**src/rtl/universal_shift_reg_if.sv**
```systemverilog
// Bundle of the data/control signals of the universal shift register.
// The master drives operation select and data; the slave is the register itself.
interface universal_shift_reg_if #(
  parameter int WIDTH = 8,
  parameter int CNT_W = 4
);
  logic             en;
  logic [2:0]       mode;
  logic [WIDTH-1:0] d;
  logic             sin_r;
  logic             sin_l;
  logic [WIDTH-1:0] q;
  logic             sout_r;
  logic             sout_l;
  logic [CNT_W-1:0] cnt;
  logic             sat;

  modport master (
    output en, mode, d, sin_r, sin_l,
    input  q, sout_r, sout_l, cnt, sat
  );

  modport slave (
    input  en, mode, d, sin_r, sin_l,
    output q, sout_r, sout_l, cnt, sat
  );
endinterface

```
**src/rtl/universal_shift_reg.sv**
```systemverilog
// Universal shift register: hold, shift, rotate, load and clear, with a
// saturating count of shifts since the last load/clear.
module universal_shift_reg #(
  parameter int WIDTH = 8,
  parameter int CNT_W = 4
) (
  input logic                  clk,
  input logic                  rst_n,
  universal_shift_reg_if.slave bus
);

  typedef enum logic [2:0] {
    OP_HOLD0 = 3'b000,
    OP_SHR   = 3'b001,
    OP_SHL   = 3'b010,
    OP_LOAD  = 3'b011,
    OP_ROR   = 3'b100,
    OP_ROL   = 3'b101,
    OP_CLR   = 3'b110,
    OP_HOLD7 = 3'b111
  } op_e;

  localparam logic [CNT_W-1:0] CNT_MAX = {CNT_W{1'b1}};

  // Counter sticks at all-ones instead of wrapping.
  function automatic logic [CNT_W-1:0] sat_inc(input logic [CNT_W-1:0] v);
    if (v == CNT_MAX) begin
      sat_inc = v;
    end else begin
      sat_inc = v + CNT_W'(1);
    end
  endfunction

  op_e              op_s;
  logic [WIDTH-1:0] shift_q;
  logic [WIDTH-1:0] shift_d;
  logic [CNT_W-1:0] cnt_q;
  logic [CNT_W-1:0] cnt_d;
  logic             sat_q;
  logic             sat_d;

  assign op_s = op_e'(bus.mode);

  // Next-state decode of register contents and shift counter.
  always_comb begin
    shift_d = shift_q;
    cnt_d   = cnt_q;
    if (bus.en) begin
      case (op_s)
        OP_SHR: begin
          shift_d = {bus.sin_r, shift_q[WIDTH-1:1]};
          cnt_d   = sat_inc(cnt_q);
        end
        OP_SHL: begin
          shift_d = {shift_q[WIDTH-2:0], bus.sin_l};
          cnt_d   = sat_inc(cnt_q);
        end
        OP_LOAD: begin
          shift_d = bus.d;
          cnt_d   = {CNT_W{1'b0}};
        end
        OP_ROR: begin
          shift_d = {shift_q[0], shift_q[WIDTH-1:1]};
          cnt_d   = sat_inc(cnt_q);
        end
        OP_ROL: begin
          shift_d = {shift_q[WIDTH-2:0], shift_q[WIDTH-1]};
          cnt_d   = sat_inc(cnt_q);
        end
        OP_CLR: begin
          shift_d = {WIDTH{1'b0}};
          cnt_d   = {CNT_W{1'b0}};
        end
        OP_HOLD0, OP_HOLD7: begin
          shift_d = shift_q;
          cnt_d   = cnt_q;
        end
        default: begin
          shift_d = shift_q;
          cnt_d   = cnt_q;
        end
      endcase
    end else begin
      shift_d = shift_q;
      cnt_d   = cnt_q;
    end
  end

  // sat is registered from the next count so it flips in the same cycle as cnt.
  assign sat_d = (cnt_d == CNT_MAX);

  // State registers with asynchronous clear.
  always_ff @(posedge clk or negedge rst_n) begin
    if (!rst_n) begin
      shift_q <= {WIDTH{1'b0}};
      cnt_q   <= {CNT_W{1'b0}};
      sat_q   <= 1'b0;
    end else begin
      shift_q <= shift_d;
      cnt_q   <= cnt_d;
      sat_q   <= sat_d;
    end
  end

  assign bus.q      = shift_q;
  assign bus.cnt    = cnt_q;
  assign bus.sat    = sat_q;
  assign bus.sout_r = shift_q[0];
  assign bus.sout_l = shift_q[WIDTH-1];

endmodule

```
**src/flat_wrapper.sv**
```systemverilog
// flat-port wrapper written by rule: the top's interface ports become plain ports
module universal_shift_reg_flat 
#(
  parameter int WIDTH = 8,
  parameter int CNT_W = 4
)
  (clk, rst_n, bus_en, bus_mode, bus_d, bus_sin_r, bus_sin_l, bus_q, bus_sout_r, bus_sout_l, bus_cnt, bus_sat);
  universal_shift_reg_if #(.WIDTH(WIDTH), .CNT_W(CNT_W)) bus_i ();
  input logic clk;
  input logic rst_n;
  input wire logic [$bits(bus_i.en)-1:0] bus_en;
  input wire logic [$bits(bus_i.mode)-1:0] bus_mode;
  input wire logic [$bits(bus_i.d)-1:0] bus_d;
  input wire logic [$bits(bus_i.sin_r)-1:0] bus_sin_r;
  input wire logic [$bits(bus_i.sin_l)-1:0] bus_sin_l;
  output wire logic [$bits(bus_i.q)-1:0] bus_q;
  output wire logic [$bits(bus_i.sout_r)-1:0] bus_sout_r;
  output wire logic [$bits(bus_i.sout_l)-1:0] bus_sout_l;
  output wire logic [$bits(bus_i.cnt)-1:0] bus_cnt;
  output wire logic [$bits(bus_i.sat)-1:0] bus_sat;
  assign bus_i.en = bus_en;
  assign bus_i.mode = bus_mode;
  assign bus_i.d = bus_d;
  assign bus_i.sin_r = bus_sin_r;
  assign bus_i.sin_l = bus_sin_l;
  assign bus_q = bus_i.q;
  assign bus_sout_r = bus_i.sout_r;
  assign bus_sout_l = bus_i.sout_l;
  assign bus_cnt = bus_i.cnt;
  assign bus_sat = bus_i.sat;
  universal_shift_reg #(.WIDTH(WIDTH), .CNT_W(CNT_W)) u_core (.clk(clk), .rst_n(rst_n), .bus(bus_i));
endmodule
```
**config.mk**
```make
export PLATFORM = sky130hd
export DESIGN_NAME = universal_shift_reg_flat
export DESIGN_NICKNAME = d
export VERILOG_FILES = /design/src/rtl/universal_shift_reg_if.sv /design/src/rtl/universal_shift_reg.sv /design/src/flat_wrapper.sv
export SDC_FILE = /design/constraint.sdc
export NUM_CORES = 1
export LEC_CHECK = 0
export ABC_AREA = 1
export ABC_CLOCK_PERIOD_IN_PS = 1740
export BUFFER_PORTS_ARGS = -buffer_cell sky130_fd_sc_hd__buf_2
export CAP_MARGIN = 20
export CORE_MARGIN = 5
export CORE_UTILIZATION = 42
export DETAILED_ROUTE_END_ITERATION = 8
export GPL_TIMING_DRIVEN = 0
export PLACE_DENSITY = 0.7
export RECOVER_POWER = 25
export SETUP_SLACK_MARGIN = 0.02
export SYNTH_ARGS = -nofsm -noshare
export SYNTH_HDL_FRONTEND = slang
export SYNTH_SLANG_ARGS = --single-unit
```
**constraint.sdc**
```tcl
create_clock -name clk -period 1.74 [get_ports clk]
set_input_delay 0.087 -clock clk [delete_from_list [all_inputs] [get_ports clk]]
set_output_delay 0.087 -clock clk [all_outputs]
set_load 0.02 [all_outputs]
```
==> results.ini <==
[outcome]
status=completed

[floorplan]
core_area_sq_um=1920
dieArea_sq_um=2960
start_util_pct=43.1
die_w_um=54.4
die_y_um=54.4
fp-row-count=16
ios=31

[placement]
io_buffers=30
post-place-ws_ps=294
dpl_cell_area_sq_um=1010
gp_congestion=0.800
hpwl_um=1530
dp_cells=167

[timing]
timing.hold.ws_ps=116
skew_ps=1.28
layout_min_cycle_time_ps=1450
hold_viol=0
tightest_slew_ps=707
max_slew_margin_pct=52.9
finalSetupTns_ps=0
rsz0062_at_grt=false
worst_slack_ps=294
timing.fmax_mhz=691
setup_violations=0
final_max_slew_viol_count=0
period_share_pct=83.1

[detailed_routing]
drc_errors=0
drtAntennaViolNets=0
drtIter0Drc=10
viasPerCell=4.90
wl_per_cell_um=11.4
drtPass1Iterations=4
drt-total-wl_um=1970
vias=843

[critical_path]
cp_max_fo=7
cp_slowest_cell=dfrtp_1
start_kind=register
cp.arrival_ps=1650
worstPathRequired_ps=1940
critPathMaxStageDelay_ps=460
worstSetupPathType=reg2reg
crit_chain=ha_1, nand3_1, nand2_1, nand2_1, nand3_1, nand2_1, nand3_1, nor2_1
cp-end-kind=register

[finish]
final_cell_count_no_fill=172
stdcell_area_sq_um=1050
area_growth_pct=26.4
final_nets=163
final-seq-area_sq_um=325
drive_above_1_share_pct=33.8
multiInputGateArea_sq_um=433
postLayoutCoreUtil_pct=54.5
antennaDiodeCount=0
fill_cells=203

[power]
power_mw=1.11
power_density_nw_per_um2=1060
ir_worst_vdd_v=0.000726
leakage_nw=0.545

[clock_network]
cts_max_path_buffers=2
cts_inserted_buffers=3
cts-resized-gates=0
cts_sinks=13
clk_pin_slew_ps=80
cts_htree_levels=1
cts-root-buf=clkbuf_4
insertion_delay_ps=270
cts_tree=done

[yosys]
ys.flop_type=dfrtp_1
synth_most_common_cell=nand2_1
syn_nets=127
yosys.area.top_type=dfrtp_1
async_flop_share_pct=100
synth-edff-count=0
synth_top_area_share_pct=39.3
yosysSeqAreaShare_pct=39.3
synth.avg_cell_area_sq_um=7.53
syn_inst=110
synth-seq-cells=13
ys_types=22
netlist_area_sq_um=828
yosysWarnings=0
ys_top_cells_by_area=dfrtp_1, nand2_1, a21oi_1
synth_common_cells=nand2_1, a21oi_1, dfrtp_1, nand3_1, nor2_1

[grt]
track_usage_pct=15.5
grt_pass1_vias=804
grt_max_degree=14
grt-ovfl-total=0
grt_pass1_wl_um=3380
antenna_found_initial=0

[min_path]
hold_path_class=in2reg

[run]
maxCapViolations=0

sequential cells by signal, indices dropped and copies added (netlist names):
signal / cells
u_core.bus.cnt: 4
u_core.bus.sat: 1
u_core.bus.q: 8
final cells by class:
cell class,instances,share of cell area (%)
buffer,4,2.99
clock buffer,4,2.51
inverter,9,3.70
multi-input combinational,84,41.3
sequential,13,31.1
tap,27,3.23
timing repair buffer,31,15.2
what timing repair did:
action,in CTS,in global routing
setup buffers,0,0
hold endpoints to repair,13,0
hold buffers,1,0
endpoints found under the setup margin,0,0
worst max-delay path: cells and delay by family (launching register included):
family	cells	cell delay (ps)
flops	1	460
fa+ha+maj	1	280
simple gates	7	650
path summary, 6_finish.rpt:
kind | end | from | slack [ps] | depth (start not counted)
setup / recovery | u_core.bus.sat | u_core.bus.cnt[0] | 290 | 8
hold / removal | u_core.bus.q[7] | bus_sin_r | 120 | 3
setup reg to reg | u_core.bus.sat | u_core.bus.cnt[0] | 290 | 8
hold reg to reg | u_core.bus.q[1] | u_core.bus.q[1] | 580 | 2
max in group asynchronous | u_core.bus.q[4] | rst_n | 930 | 2
min in group asynchronous | u_core.bus.cnt[0] | rst_n | 370 | 2
report_power, final:
| group | switching (mW) | total (mW) | internal (mW) |
|---|---|---|---|
| clock | 0.0948 | 0.184 | 0.0889 |
| sequential | 0.0832 | 0.455 | 0.372 |
| combinational | 0.291 | 0.474 | 0.182 |
| total | 0.469 | 1.11 | 0.643 |
layout by cell type (no fill, tap or decap), types with 4 or more instances in the layout:
cell / synthesis / routed
buf_2: 1 / 30
nand2_1: 24 / 24
a21oi_1: 14 / 14
dfrtp_1: 13 / 13
nand3_1: 12 / 12
nor2_1: 9 / 9
inv_1: 6 / 6
a22oi_1: 6 / 6
nand2_2: 5 / 5
nand4_1: 4 / 4
routing by layer:
metal | part of all wire (%) | wire (um) | vias up | GRT usage (%)
met4 | 2.1 | 41 | 0 | 8.71
li1 | - | - | 445 | -
met5 | 0 | 0 | - | 0
met3 | 4.9 | 97 | 5 | 2.45
met2 | 48 | 937 | 17 | 24.5
met1 | 45 | 890 | 376 | 20.1
logic make-up after synthesis:
kind of cell               synth area share [%]
DFF                                        39.3
AOI/OAI and AO/OA                          19.2
xor gates and xnor gates                   1.06
adders and majority gates                  1.51
buffers and inverters                      8.46
and+or+nand+nor                            30.5
Note: power is estimated with default switching activity, not from simulation.
